`src/rtl/lsu_pkg.sv`:
```
// Shared types and constants for the load/store bus master.
package lsu_pkg;
  typedef enum logic [1:0] {SZ_B = 2'b00, SZ_H = 2'b01, SZ_W = 2'b10} size_e;

  typedef logic [2:0] lsu_state_e;
  localparam lsu_state_e ST_IDLE    = 3'd0;
  localparam lsu_state_e ST_RD_ADDR = 3'd1;
  localparam lsu_state_e ST_RD_DATA = 3'd2;
  localparam lsu_state_e ST_WR      = 3'd3;
  localparam lsu_state_e ST_RSP     = 3'd4;

  localparam int WORD_BYTES = 4;
  localparam int LANE_W     = $clog2(WORD_BYTES);
endpackage

```
`src/rtl/lsu_align.sv`:
```
// Lane extract with sign/zero extension for loads, and lane merge for sub-word stores.
module lsu_align
  import lsu_pkg::*;
(
  input  logic [1:0]  size,
  input  logic [1:0]  lane,
  input  logic        zero_ext,
  input  logic [31:0] word,
  input  logic [31:0] wdata,
  output logic [31:0] ld_data,
  output logic [31:0] st_word
);
  logic [4:0]  sh;
  logic [31:0] shifted;
  logic [31:0] mask;

  always_comb begin
    sh      = {lane, 3'b000};
    shifted = word >> sh;
    ld_data = shifted;
    mask    = 32'hFFFF_FFFF;
    case (size_e'(size))
      SZ_B: begin
        ld_data = {{24{~zero_ext & shifted[7]}}, shifted[7:0]};
        mask    = 32'h0000_00FF;
      end
      SZ_H: begin
        ld_data = {{16{~zero_ext & shifted[15]}}, shifted[15:0]};
        mask    = 32'h0000_FFFF;
      end
      default: ;
    endcase
    st_word = (word & ~(mask << sh)) | ((wdata & mask) << sh);
  end
endmodule

```
`src/rtl/lsu_bus_master.sv`:
```
// Load/store initiator for the word-wide SRAM; sub-word stores use read-modify-write.
// Optional build macro LSU_MISALIGN_TRAP_EN: misaligned half/word requests return an error.
//
// state      | meaning
// IDLE       | req_ready=1, waiting for a request
// RD_ADDR    | read address on the bus, waiting for mem_ready
// RD_DATA    | capture read data (load result or RMW base word)
// WR         | single write pulse, held while mem_ready=0
// RSP        | response held until rsp_ready
module lsu_bus_master
  import lsu_pkg::*;
#(
  parameter int RAM_SIZE = 5120,
  parameter int ADDR_W   = 32
) (
  input  logic              HCLK,
  input  logic              HRESETn,
  input  logic              req_valid,
  output logic              req_ready,
  input  logic              req_we,
  input  logic [1:0]        req_size,
  input  logic              req_unsigned,
  input  logic [ADDR_W-1:0] req_addr,
  input  logic [31:0]       req_wdata,
  output logic              rsp_valid,
  input  logic              rsp_ready,
  output logic [31:0]       rsp_rdata,
  output logic              rsp_err,
  output logic [31:0]       mem_addr,
  output logic              mem_we,
  output logic [31:0]       mem_wdata,
  input  logic [31:0]       mem_rdata,
  input  logic              mem_ready
);
  lsu_state_e        state;
  logic              we_q;
  logic              uns_q;
  logic [1:0]        size_q;
  logic [1:0]        lane_q;
  logic [31:0]       wdata_q;
  logic [ADDR_W-1:0] word_idx;
  logic [1:0]        lane_in;
  logic              acc_err;
  logic              mis_err;
  logic [31:0]       ld_data;
  logic [31:0]       st_word;

  always_comb begin
    word_idx = req_addr >> LANE_W;
    lane_in  = req_addr[1:0];
`ifdef LSU_MISALIGN_TRAP_EN
    mis_err  = ((req_size == SZ_H) && req_addr[0]) ||
               ((req_size == SZ_W) && (req_addr[1:0] != 2'b00));
`else
    // Without the trap, misaligned requests snap to natural alignment.
    mis_err  = 1'b0;
    if (req_size == SZ_H) lane_in[0] = 1'b0;
    else if (req_size == SZ_W) lane_in = 2'b00;
`endif
    acc_err  = (word_idx >= ADDR_W'(RAM_SIZE)) || (req_size == 2'b11) || mis_err;
  end

  lsu_align u_align (
    .size     (size_q),
    .lane     (lane_q),
    .zero_ext (uns_q),
    .word     (mem_rdata),
    .wdata    (wdata_q),
    .ld_data  (ld_data),
    .st_word  (st_word)
  );

  always_ff @(posedge HCLK or negedge HRESETn) begin
    if (!HRESETn) begin
      state     <= ST_IDLE;
      req_ready <= 1'b1;
      rsp_valid <= 1'b0;
      rsp_err   <= 1'b0;
      rsp_rdata <= '0;
      mem_we    <= 1'b0;
      mem_addr  <= '0;
      mem_wdata <= '0;
      we_q      <= 1'b0;
      uns_q     <= 1'b0;
      size_q    <= '0;
      lane_q    <= '0;
      wdata_q   <= '0;
    end else begin
      case (state)
        ST_IDLE: begin
          if (req_valid && req_ready) begin
            req_ready <= 1'b0;
            we_q      <= req_we;
            uns_q     <= req_unsigned;
            size_q    <= req_size;
            lane_q    <= lane_in;
            wdata_q   <= req_wdata;
            rsp_rdata <= '0;
            rsp_err   <= acc_err;
            if (acc_err) begin
              // Errors never touch the bus, so mem_addr keeps its old value.
              rsp_valid <= 1'b1;
              state     <= ST_RSP;
            end else begin
              mem_addr <= 32'(word_idx);
              if (req_we && (req_size == SZ_W)) begin
                mem_we    <= 1'b1;
                mem_wdata <= req_wdata;
                state     <= ST_WR;
              end else begin
                state <= ST_RD_ADDR;
              end
            end
          end
        end
        ST_RD_ADDR: if (mem_ready) state <= ST_RD_DATA;
        ST_RD_DATA: begin
          if (mem_ready) begin
            if (we_q) begin
              mem_we    <= 1'b1;
              mem_wdata <= st_word;
              state     <= ST_WR;
            end else begin
              rsp_rdata <= ld_data;
              rsp_valid <= 1'b1;
              state     <= ST_RSP;
            end
          end
        end
        ST_WR: begin
          if (mem_ready) begin
            mem_we    <= 1'b0;
            rsp_valid <= 1'b1;
            state     <= ST_RSP;
          end
        end
        ST_RSP: begin
          if (rsp_ready) begin
            rsp_valid <= 1'b0;
            rsp_err   <= 1'b0;
            rsp_rdata <= '0;
            req_ready <= 1'b1;
            state     <= ST_IDLE;
          end
        end
        default: state <= ST_IDLE;
      endcase
    end
  end
endmodule

```
`config.mk`:
```
export PLATFORM = sky130hd
export DESIGN_NAME = lsu_bus_master
export DESIGN_NICKNAME = d
export VERILOG_FILES = /design/src/rtl/lsu_pkg.sv /design/src/rtl/lsu_align.sv /design/src/rtl/lsu_bus_master.sv
export SDC_FILE = /design/constraint.sdc
export NUM_CORES = 1
export LEC_CHECK = 0
export CELL_PAD_IN_SITES_DETAIL_PLACEMENT = 0
export CELL_PAD_IN_SITES_GLOBAL_PLACEMENT = 1
export CORE_UTILIZATION = 30
export CTS_CLUSTER_SIZE = 24
export DETAILED_ROUTE_END_ITERATION = 6
export PLACE_DENSITY = 0.79
export SYNTH_ARGS = -nofsm -noshare
export SYNTH_HDL_FRONTEND = slang
export SYNTH_SLANG_ARGS = --single-unit
```
`constraint.sdc`:
```
create_clock -name HCLK -period 2.4 [get_ports HCLK]
set_input_delay 0.48 -clock HCLK [delete_from_list [all_inputs] [get_ports HCLK]]
set_output_delay 0.48 -clock HCLK [all_outputs]
set_load 0.01 [all_outputs]
```
-- Word level (Yosys, flattened, before mapping)
Cells that the tools add are included.
- reduce and logical (&&, ||, !) cells: 18
- shift operators: 3
- equal/unequal tests: 18
- bitwise logic cells: 8
- mux-type cells: 44
- order comparisons: 1
- operator list (operator ; number):
    2-to-1 mux 32 bit ; 9
    one-hot mux 32 bit (2 select lines) ; 3
    one-hot mux 32 bit (3 select lines) ; 1
    bitwise AND 32 bit ; 2
    << shifter 32 x 5 -> 32 bit ; 2
    NOT 32 bit ; 1
    bitwise OR 32 bit ; 1
    >> shifter 32 x 5 -> 32 bit ; 1
    greater-or-equal comparator 30 x 13 -> 1 bit, second input constant ; 1
    2-to-1 mux 3 bit ; 7
    != test 2 bit, second input constant ; 10
    2-to-1 mux 1 bit ; 17
    one-hot mux 3 bit (5 select lines) ; 1
    AND reduction 7 bit ; 2
    AND reduction 5 bit ; 2
    equality test 3 x 2 -> 1 bit, second input constant ; 2
    AND reduction 3 bit ; 2
    AND reduction 6 bit ; 1
    nonzero test 3 bit ; 2
    equality test 2 x 1 -> 1 bit, second input constant ; 2
    equality test 2 bit, second input constant ; 2
    2-to-1 mux 2 bit ; 2
    one-hot mux 1 bit (2 select lines) ; 2
    one-hot mux 1 bit (4 select lines) ; 1
    12 further kinds ; 16
- bits in registers: 139
- input port bits: 105
- logic and storage cells: 105

-- Logic depth before layout (Yosys ltp)
Gate-level depths: netlist of run 1.
- depth in word-level cells: 9
- mapped depth: 8
- mapped depth without buffers: 5

-- Hierarchy
Synthesis of run 1 repeated with hierarchy kept, for this count alone.
- cell total of the unflattened synthesis: 818
- area total of the unflattened synthesis: 7495.9 um^2
- by module, submodules not included (module ; cells each ; sequential area each (um^2) ; times used ; area each (um^2)):
    lsu_bus_master ; 573 ; 3479.6 ; 1 ; 5795.6
    lsu_align ; 245 ; 0.0 ; 1 ; 1700.4

-- Least setup slack after synthesis of run 1
OpenSTA, ideal clock, no wires.
- kind: input to register
- start: input port req_addr[31]
- end: register mem_addr[0]
- arrival time: 1751 ps
- buffers on the path: 1
- cell stages on the path: 5
- path slack: 524 ps
- path through: nor4_1 > nand4_1 > nor3_1 > buf_2 > mux2_2
- word-level cells in the longest chain between the ends: 4
- RTL lines (element ; RTL line ; source):
    from (decl) ; lsu_bus_master.sv:23 ; input logic [ADDR_W-1:0] req_addr,
    greater-or-equal comparator 30 x 13 -> 1 bit ; lsu_bus_master.sv:60 ; acc_err = (word_idx >= ADDR_W'(RAM_SIZE)) || (req_size == 2'b11) || mis_err;
    logical OR 1 bit ; lsu_bus_master.sv:60 ;
    NOT 1 bit (no source line) ; -- ;
    AND reduction 3 bit (no source line) ; -- ;
    to (signal assigned) ; lsu_bus_master.sv:105 ; mem_addr <= 32'(word_idx);
    to (decl) ; lsu_bus_master.sv:29 ; output logic [31:0] mem_addr,
No other way between the ends.
A chain may end at the register's enable or synchronous reset.

-- Worst setup path after layout of run 1
- start: register size_q[0]
- end: register mem_wdata[22]
- word-level cells in the longest chain between the ends: 9
- RTL lines (element ; RTL line ; source):
    from (decl) ; lsu_bus_master.sv:38 ; logic [1:0] size_q;
    from (signal assigned) ; lsu_bus_master.sv:95 ; size_q <= req_size;
    equality test 2 x 1 -> 1 bit / zero test 2 bit (equally long branches) ; lsu_align.sv:22 ; case (size_e'(size))
    one-hot mux 32 bit (2 select lines) * ; lsu_align.sv:22 ;
    << shifter 32 x 5 -> 32 bit ; lsu_align.sv:33 ; st_word = (word & ~(mask << sh)) | ((wdata & mask) << sh);
    NOT 32 bit ; lsu_align.sv:33 ;
    bitwise AND 32 bit ; lsu_align.sv:33 ;
    bitwise OR 32 bit * ; lsu_align.sv:33 ;
    2-to-1 mux 32 bit * ; lsu_bus_master.sv:119 ; if (we_q) begin
    2-to-1 mux 32 bit * ; lsu_bus_master.sv:118 ; if (mem_ready) begin
    one-hot mux 32 bit (2 select lines) * ; lsu_bus_master.sv:89 ; case (state)
    to (signal assigned) ; lsu_bus_master.sv:108 ; mem_wdata <= req_wdata;
    to (signal assigned) ; lsu_bus_master.sv:121 ; mem_wdata <= st_word;
    to (decl) ; lsu_bus_master.sv:31 ; output logic [31:0] mem_wdata,
Every way passes the cells marked *; elsewhere a longest branch is shown, timed or not. The select of a mux whose other input is x is not followed.

==> results.tsv, run 1 <==
metric	value	unit
Fin. Hold Viols	0	
critical path peak fanout	15	
Max-Cap Viols	0	
CP Cell Sequence	a21o_1 > a21oi_1 > a222oi_1 > a21oi_1 > mux2_4	
Die H	156	um
Max Clock Skew	9.73	ps
Mapped Area	7150	um2
initial DRC count	581	
Routed Antenna Nets	0	
Final #Nets	1061	
Worst setup EP type	flop	
slew margin rel.	43.4	%
Final Hold Slack	13.4	ps
Residual DRC	5	
maximum buffer depth of the clock tree	2	
synth unique cells	53	
routed vias/inst	5.01	
worst hold path class	primary input to async pin	
post-synthesis instance total	750	
Syn Area/Cell	9.53	um2
Worst Tran Pin Value	849	ps
area post-placement	9700	um2
simple-gate portion of the synthesized area	18.5	%
GR Util All Layers	20.5	%
initial antenna violation count	0	
worst setup margin	150	ps
mux cell area share after synthesis	14.5	%
PortBufs	202	
Slowest cell on crit path	a21oi_1	
DR WL/cell	18.8	um
CTS tree	yes	
Most Frequent Cell on Critical Path	a21oi_1	
# diodes	0	
Final Cycle Share	93.8	%
failing checks	design-rule violations	
vias in the first global route	6508	
Achievable Freq	444	MHz
RSZ-0062 raised after global routing	no	
largest net degree at the start of global routing	56	
Clock Pin Slew Worst Setup and Hold Paths	60	ps
WP data arrival	2600	ps
Overall Power	10.7	mW
critical path launch point type	flop	
Synthesis Warnings	0	
first-pass GRT wire length	37.7	mm
CTS Hold Bufs	0	
most used standard cell by instance count after synthesis	nand2_1	
CP peak stage delay	680	ps
number of fill cells	2313	
PD cells	1040	nW/um2
routability cong.	0.921	
fraction of layout cells with a size suffix above 1	14.2	%
EDFF count, synth	0	
design area	10300	um2
initial core utilization	30.5	%
Rows	56	
DRT Pass-1 Iters	7	
Min Clock Period, post-route	2250	ps
root buf cell	clkbuf_16	
clock latency on the worst-skew pair	420	ps
cell count after placement	1256	
most common flop cell mapped by yosys	dfrtp_1	
clk sink count	139	
post-CTS resize count	0	
Core Region	23400	um2
total gr overflow	0	
final wirelength	24.2	mm
largest area contributor in the netlist	dfrtp_1	
maximum vdd drop	593	uV
Worst EP required	2750	ps
Chip Width	156	um
Leak Pwr	4.65	nW
async set-reset flop share out of synthesis	100	%
Seq/Total Area, Yosys	48.7	%
CTS buffer count	17	
Yosys reg bits	139	
most instantiated cells after synthesis	nand2_1 (190), dfrtp_1 (138), o21ai_0 (52)	
Synth Area in XOR/XNOR	0	%
share of the synthesized area in the top cell type	48.3	%
Place WS	-18.4	ps
status	finished, violations left	
Synth Area in Adders	0	%
post-synthesis compound-gate area fraction	14.0	%
Vias	6449	
die footprint	24400	um2
Crit Path Category	flop to flop	
largest family of logic cells by synthesized area	simple AND/OR/NAND/NOR gates	
Final Max Slew Viols	0	
Non-Filler Instances	1287	
area grow syn2layout	44.1	%
synth top area cells	dfrtp_1 (48%), nand2_1 (10%), mux2_4 (6.1%), mux2i_1 (4.5%), mux2_2 (3.8%)	
hpwl dp	17.9	mm
htree depth	4	
postcts setup bufs	0	
Final setup viols	0	
I/O Pins	205	
-- metrics by stage --
| step | TNS [ps] | util [%] |
|---|---|---|
| detailed placement | -170 | 41.5 |
| global placement | 0 | 41.5 |
| finish | 0 | 44.0 |
| floorplan | 0 | - |
| global route | 0 | 44.0 |
| CTS | 0 | 44.0 |
-- worst paths after layout --
path                                  start            end  slack (ps)  depth (start not counted)
worst max-delay path              size_q[0]  mem_wdata[22]         150                          5
worst min-delay path                HRESETn  rsp_rdata[20]          10                          1
worst max register to register    size_q[0]  mem_wdata[22]         150                          5
worst min register to register  wdata_q[25]    wdata_q[25]         480                          2
max in group asynchronous           HRESETn      req_ready        1680                          2
min in group HCLK               wdata_q[25]    wdata_q[25]         480                          2
-- cell usage in the layout, fill, tap and decap left out, drive strengths merged, types with 9 or more instances in the layout --
master	count
a21oi	44
buf	39
clkbuf	21
clkdlybuf4s50	201
dfrtp	138
mux2	54
mux2i	32
nand2	191
nand3	20
nor2	49
nor2b	18
o211ai	9
o21ai	54
o22ai	11
-- state kept, by name, indices dropped and copies added (netlist names) --
name / cells
lane_q: 2
mem_wdata: 32
we_q: 1
req_ready: 1
mem_we: 1
rsp_rdata: 32
wdata_q: 32
rsp_valid: 1
state: 3
rsp_err: 1
uns_q: 1
size_q: 2
mem_addr: 30
-- final cells by class --
type,count,area (um2),area share (%)
inverters,5,18.8,0.182
well taps,319,399,3.88
repair buffers,240,2420,23.5
multi-input cells,553,3380,32.8
clock buffers,21,480,4.67
clock inverters,10,116,1.13
flip-flops and latches,139,3480,33.8
-- logic make-up after synthesis --
family                 Yosys count
and+or+nand+nor                305
muxes                           86
other                            1
AOI/OAI and AO/OA              160
DFF                            139
buffers and inverters           59
-- power breakdown --
part / switching (mW) / total (mW) / internal [mW]
registers: 0.711 / 3.67 / 2.96
clock network: 1.03 / 2.66 / 1.63
logic: 2.20 / 4.34 / 2.14
total: 3.94 / 10.7 / 6.73
-- layer usage --
layer  track usage [%]  wire length (um)  vias to the layer above
li1                  -                 -                     3005
met1              26.6             10400                     3110
met2              31.7             11000                      300
met3              6.78              2210                       34
met4              7.38               609                        0
met5                 0                 0                        -
-- critical path, delay by kind of cell, from the launching register on --
kind	cells	cell delay (ps)
DFF	1	570
AOI/OAI and AO/OA	4	1420
muxes	1	200
No activity file was read; power rests on OpenSTA's default activity.
==> inputs of run 2 (changes only) <==
--- a/config.mk
+++ b/config.mk
@@ -10,7 +10,7 @@
 export CORE_UTILIZATION = 30
 export CTS_CLUSTER_SIZE = 24
 export DETAILED_ROUTE_END_ITERATION = 6
-export PLACE_DENSITY = 0.79
+export PLACE_DENSITY_LB_ADDON = 0.1
 export SYNTH_ARGS = -nofsm -noshare
 export SYNTH_HDL_FRONTEND = slang
 export SYNTH_SLANG_ARGS = --single-unit
==> results.tsv, run 2 (synthesis results as in run 1) <==
metric	value	unit	change
Overall Power	10.8	mW	was 10.7 mW
hpwl dp	18.4	mm	was 17.9 mm
Fin. Hold Viols	0		unchanged
GR Util All Layers	20.7	%	was 20.5%
critical path peak fanout	17		was 15
Rows	56		unchanged
Die H	156	um	unchanged
r2r setup slk	190	ps	was 150 ps
multi-input combinational cell area	3380	um2	unchanged
root buf cell	clkbuf_16		unchanged
I/O Pins	205		unchanged
Achievable Freq	452	MHz	was 444 MHz
Worst Tran Pin Value	856	ps	was 849 ps
FF-to-FF path depth	5		unchanged
largest net degree at the start of global routing	77		was 56
vias in the first global route	6513		was 6,508
Worst EP required	2720	ps	was 2750 ps
Max-Cap Viols	0		unchanged
maximum buffer depth of the clock tree	2		unchanged
CTS buffer count	17		unchanged
Vias	6372		was 6,449
DRT Pass-1 Iters	6		was 7
PortBufs	202		unchanged
Reg area	3480	um2	unchanged
Chip Width	156	um	unchanged
commonest cells after routing, fill and taps aside	clkdlybuf4s50_1 (201), nand2_1 (190), dfrtp_1 (137)		unchanged
DR WL/cell	18.8	um	about the same
area post-placement	9750	um2	was 9700 um2
routability cong.	0.865		was 0.921
worst setup margin	187	ps	was 150 ps
Routed Antenna Nets	0		unchanged
Max Clock Skew	8.89	ps	was 9.73 ps
design area	10400	um2	was 10,300 um2
Final #Nets	1069		was 1,061
die footprint	24400	um2	unchanged
first-pass GRT wire length	38.2	mm	was 37.7 mm
final wirelength	24.4	mm	was 24.2 mm
cell count after placement	1263		was 1,256
Worst setup EP type	flop		unchanged
initial antenna violation count	1		was 0
Clock Pin Slew Worst Setup and Hold Paths	60	ps	about the same
Non-Filler Instances	1297		was 1,287
critical path launch point type	flop		unchanged
fraction of layout cells with a size suffix above 1	14.6	%	was 14.2%
slew margin rel.	42.5	%	was 43.4%
Crit Path Category	flop to flop		unchanged
Leak Pwr	4.70	nW	was 4.65 nW
initial DRC count	307		was 581
top flop regs	mem_wdata x32, rsp_rdata x32, wdata_q x32		unchanged
Residual DRC	0		was 5
status	finished clean		was finished, violations left
worst hold path class	primary input to async pin		unchanged
clk sink count	139		unchanged
area grow syn2layout	45.4	%	was 44.1%
Min Clock Period, post-route	2210	ps	was 2250 ps
postcts setup bufs	0		unchanged
routed vias/inst	4.91		was 5.01
PD cells	1040	nW/um2	about the same
number of fill cells	2316		was 2,313
RSZ-0062 raised after global routing	no		unchanged
Final setup viols	0		unchanged
total gr overflow	0		unchanged
maximum vdd drop	530	uV	was 593 uV
Final Max Slew Viols	0		unchanged
most common library cell in the layout ignoring fill and taps	clkdlybuf4s50_1		unchanged
WP data arrival	2540	ps	was 2600 ps
CTS tree	yes		unchanged
clock latency on the worst-skew pair	420	ps	about the same
initial core utilization	30.5	%	unchanged
Place WS	-70.3	ps	was -18.4 ps
Final Cycle Share	92.2	%	was 93.8%
Core Region	23400	um2	unchanged
htree depth	4		unchanged
[run 2: changes by cell type in the layout (fill, tap and decap cells not counted)]
cell           before  now
buf_4              29   36
clkbuf_8            4    0
bufinv_16           2    4
clkbuf_1            0    2
clkinv_4            1    3
clkinvlp_4          5    3
inv_6               0    2
clkinv_2            2    1
diode_2             0    1
dlygate4sd3_1       0    1
[run 2: what timing repair did]
action,CTS,global route
endpoints found under the hold margin,5,0
hold buffers,1,0
gates resized for setup,0,0
endpoints found under the setup margin,0,0
[run 2: final cells by class]
cell class / count / share of cell area [%]
multi-input cells: 553 / 32.5
repair buffers: 248 / 23.9
clock buffers: 19 / 4.17
clock inverters: 13 / 1.84
flip-flops and latches: 139 / 33.5
inverters: 5 / 0.181
well taps: 319 / 3.84
diodes: 1 / 0.0241
[run 2: final timing paths]
path | start | to
max | size_q[1] | rsp_rdata[10]
min | HRESETn | rsp_rdata[3]
max reg2reg | size_q[1] | rsp_rdata[10]
min reg2reg | rsp_rdata[5] | rsp_rdata[5]
max in group asynchronous | HRESETn | lane_q[0]
min in group HCLK | rsp_rdata[5] | rsp_rdata[5]
[run 2: metrics by stage]
step	utilization [%]	hold slack, ps	setup TNS [ps]
after global placement	41.7	284	0
final	44.4	422	0
after detailed placement	41.7	287	-775
after CTS	44.4	410	0
after global routing	44.4	431	0
after floorplan	-	184	0
[run 2: layer usage]
metal | part of all wire, % | track usage, % | wire [um]
met1 | 44 | 27.4 | 10800
met2 | 47 | 33.1 | 11400
met3 | 7.0 | 4.57 | 1720
met4 | 2.1 | 7.56 | 505
met5 | 0 | 0 | 0
[run 2: critical path, cell delays in order, from the launching register on]
cell and delay [ps]:
dfrtp_1 580, or2_1 330, buf_4 210, nor3_1 670, a21oi_1 100, o21ai_0 220
[run 2: report_power, final]
part	leakage, nW	internal (mW)	switching, mW
clock	0.294	1.75	1.07
combinational	2.55	2.16	2.18
sequential	1.85	2.96	0.707
total	4.70	6.86	3.96
==> inputs of run 3 (changes only) <==
--- a/config.mk
+++ b/config.mk
@@ -7,9 +7,10 @@
 export LEC_CHECK = 0
 export CELL_PAD_IN_SITES_DETAIL_PLACEMENT = 0
 export CELL_PAD_IN_SITES_GLOBAL_PLACEMENT = 1
-export CORE_UTILIZATION = 30
+export CORE_UTILIZATION = 36
 export CTS_CLUSTER_SIZE = 24
 export DETAILED_ROUTE_END_ITERATION = 6
+export GPL_ROUTABILITY_DRIVEN = 1
 export PLACE_DENSITY_LB_ADDON = 0.1
 export SYNTH_ARGS = -nofsm -noshare
 export SYNTH_HDL_FRONTEND = slang
==> results.tsv, run 3 (synthesis results as in run 1) <==
metric	value	unit	change
clk sink count	139		unchanged
top flop regs	mem_wdata x32, rsp_rdata x32, wdata_q x32		unchanged
CTS buffer count	17		unchanged
FF-to-FF path depth	5		unchanged
largest net degree at the start of global routing	59		was 77
Vias	6425		was 6,372
CP peak stage delay	600	ps	was 670 ps
Core Region	19500	um2	was 23,400 um2
area grow syn2layout	43.1	%	was 45.4%
Worst EP required	2780	ps	was 2720 ps
Rows	51		was 56
htree depth	4		unchanged
vias in the first global route	6312		was 6,513
critical path launch point type	flop		unchanged
routed vias/inst	5.20		was 4.91
R2R Path End	mem_wdata[16]		was rsp_rdata[10]
Chip Width	143	um	was 156 um
Final #Nets	1062		was 1,069
DR WL/cell	19.5	um	was 18.8 um
fraction of layout cells with a size suffix above 1	14.5	%	was 14.6%
commonest cells after routing, fill and taps aside	clkdlybuf4s50_1 (201), nand2_1 (190), dfrtp_1 (137)		unchanged
GR Util All Layers	24.1	%	was 20.7%
Routed Antenna Nets	0		unchanged
CP Cell Sequence	a21o_1 > a21oi_1 > a222oi_1 > a21oi_1 > mux2_4		was or2_1 > buf_4 > nor3_1 > a21oi_1 > o21ai_0
final core utilization	52.6	%	was 44.4%
Residual DRC	0		unchanged
Fin. Hold Viols	0		unchanged
Achievable Freq	482	MHz	was 452 MHz
slew margin rel.	56.4	%	was 42.5%
first-pass GRT wire length	36.5	mm	was 38.2 mm
Min Clock Period, post-route	2070	ps	was 2210 ps
root buf cell	clkbuf_16		unchanged
Place WS	-52.8	ps	was -70.3 ps
initial DRC count	593		was 307
Slowest cell on crit path	dfrtp_1		was nor3_1
CTS tree	yes		unchanged
total gr overflow	0		unchanged
die footprint	20400	um2	was 24,400 um2
RSZ-0062 raised after global routing	no		unchanged
worst setup margin	327	ps	was 187 ps
Max Clock Skew	12.9	ps	was 8.89 ps
hpwl dp	18.1	mm	was 18.4 mm
design area	10200	um2	was 10,400 um2
number of fill cells	1789		was 2,316
maximum vdd drop	681	uV	was 530 uV
Max-Cap Viols	0		unchanged
Leak Pwr	4.66	nW	was 4.70 nW
DRT Pass-1 Iters	6		unchanged
initial antenna violation count	0		was 1
initial core utilization	36.7	%	was 30.5%
Die H	143	um	was 156 um
Final Cycle Share	86.4	%	was 92.2%
Fin Setup TNS	0	ps	unchanged
Final setup viols	0		unchanged
Most Frequent Cell on Critical Path	a21oi_1		
Crit Path Category	flop to flop		unchanged
worst hold path class	primary input to async pin		unchanged
maximum buffer depth of the clock tree	2		unchanged
post-CTS resize count	0		unchanged
CTS Hold Bufs	0		was 1
routability cong.	0.854		was 0.865
Worst Tran Pin Value	654	ps	was 856 ps
WP data arrival	2450	ps	was 2540 ps
area post-placement	9600	um2	was 9750 um2
I/O Pins	205		unchanged
PortBufs	202		unchanged
worst r2r src	size_q[1]		unchanged
clock latency on the worst-skew pair	430	ps	was 420 ps
r2r setup slk	330	ps	was 190 ps
# diodes	0		was 1
postcts setup bufs	0		unchanged
Final Max Slew Viols	0		unchanged
status	finished clean		unchanged
Clock Pin Slew Worst Setup and Hold Paths	70	ps	was 60 ps
most common library cell in the layout ignoring fill and taps	clkdlybuf4s50_1		unchanged
final wirelength	24.1	mm	was 24.4 mm
crit path from	size_q[1]		unchanged
critical path peak fanout	17		unchanged
PD cells	1050	nW/um2	was 1040 nW/um2
Worst setup EP type	flop		unchanged
-- run 3: report_power, final --
part           leakage, nW  internal (mW)  switching [mW]
combinational         2.51           2.12            2.21
sequential            1.85           2.95           0.688
clock                0.300           1.60            1.20
-- run 3: through the flow --
stage	cells	total power, mW	hold slack (ps)
floorplan	751	6.06	184
global placement	1203	7.91	466
detailed placement	1203	7.98	462
CTS	1235	10.8	40.1
global route	1235	11.3	45.6
finish	1235	10.8	16.6
-- run 3: worst max path at each step --
stage,end,slack (ps),cells past startpoint
3_5_place_dp,rsp_rdata[14],-50,6
3_3_place_gp,mem_wdata[4],30,8
6_report,mem_wdata[16],330,5
4_1_cts,mem_wdata[18],100,5
5_1_grt,mem_wdata[22],200,5
2_1_floorplan,mem_addr[0],520,5
-- run 3: final cells by class --
cell class	count	area [um2]	share of cell area, %
well taps	265	332	3.24
flip-flops and latches	139	3480	34.0
multi-input cells	553	3390	33.1
clock buffers	17	425	4.16
clock inverters	15	191	1.87
inverters	5	18.8	0.183
repair buffers	241	2390	23.4
-- run 3: critical path, delay by kind of cell, from the launching register on --
family	cells	cell delay, ps
multiplexers	1	180
AO/OA/AOI/OAI	4	1250
flip-flops	1	600
-- run 3: routing by layer --
| metal | vias up | global-route usage, % | wire length (um) |
|---|---|---|---|
| met5 | - | 0 | 0 |
| li1 | 3019 | - | - |
| met4 | 0 | 7.53 | 413 |
| met1 | 3143 | 31.2 | 10300 |
| met2 | 237 | 40.8 | 12000 |
| met3 | 26 | 4.46 | 1430 |
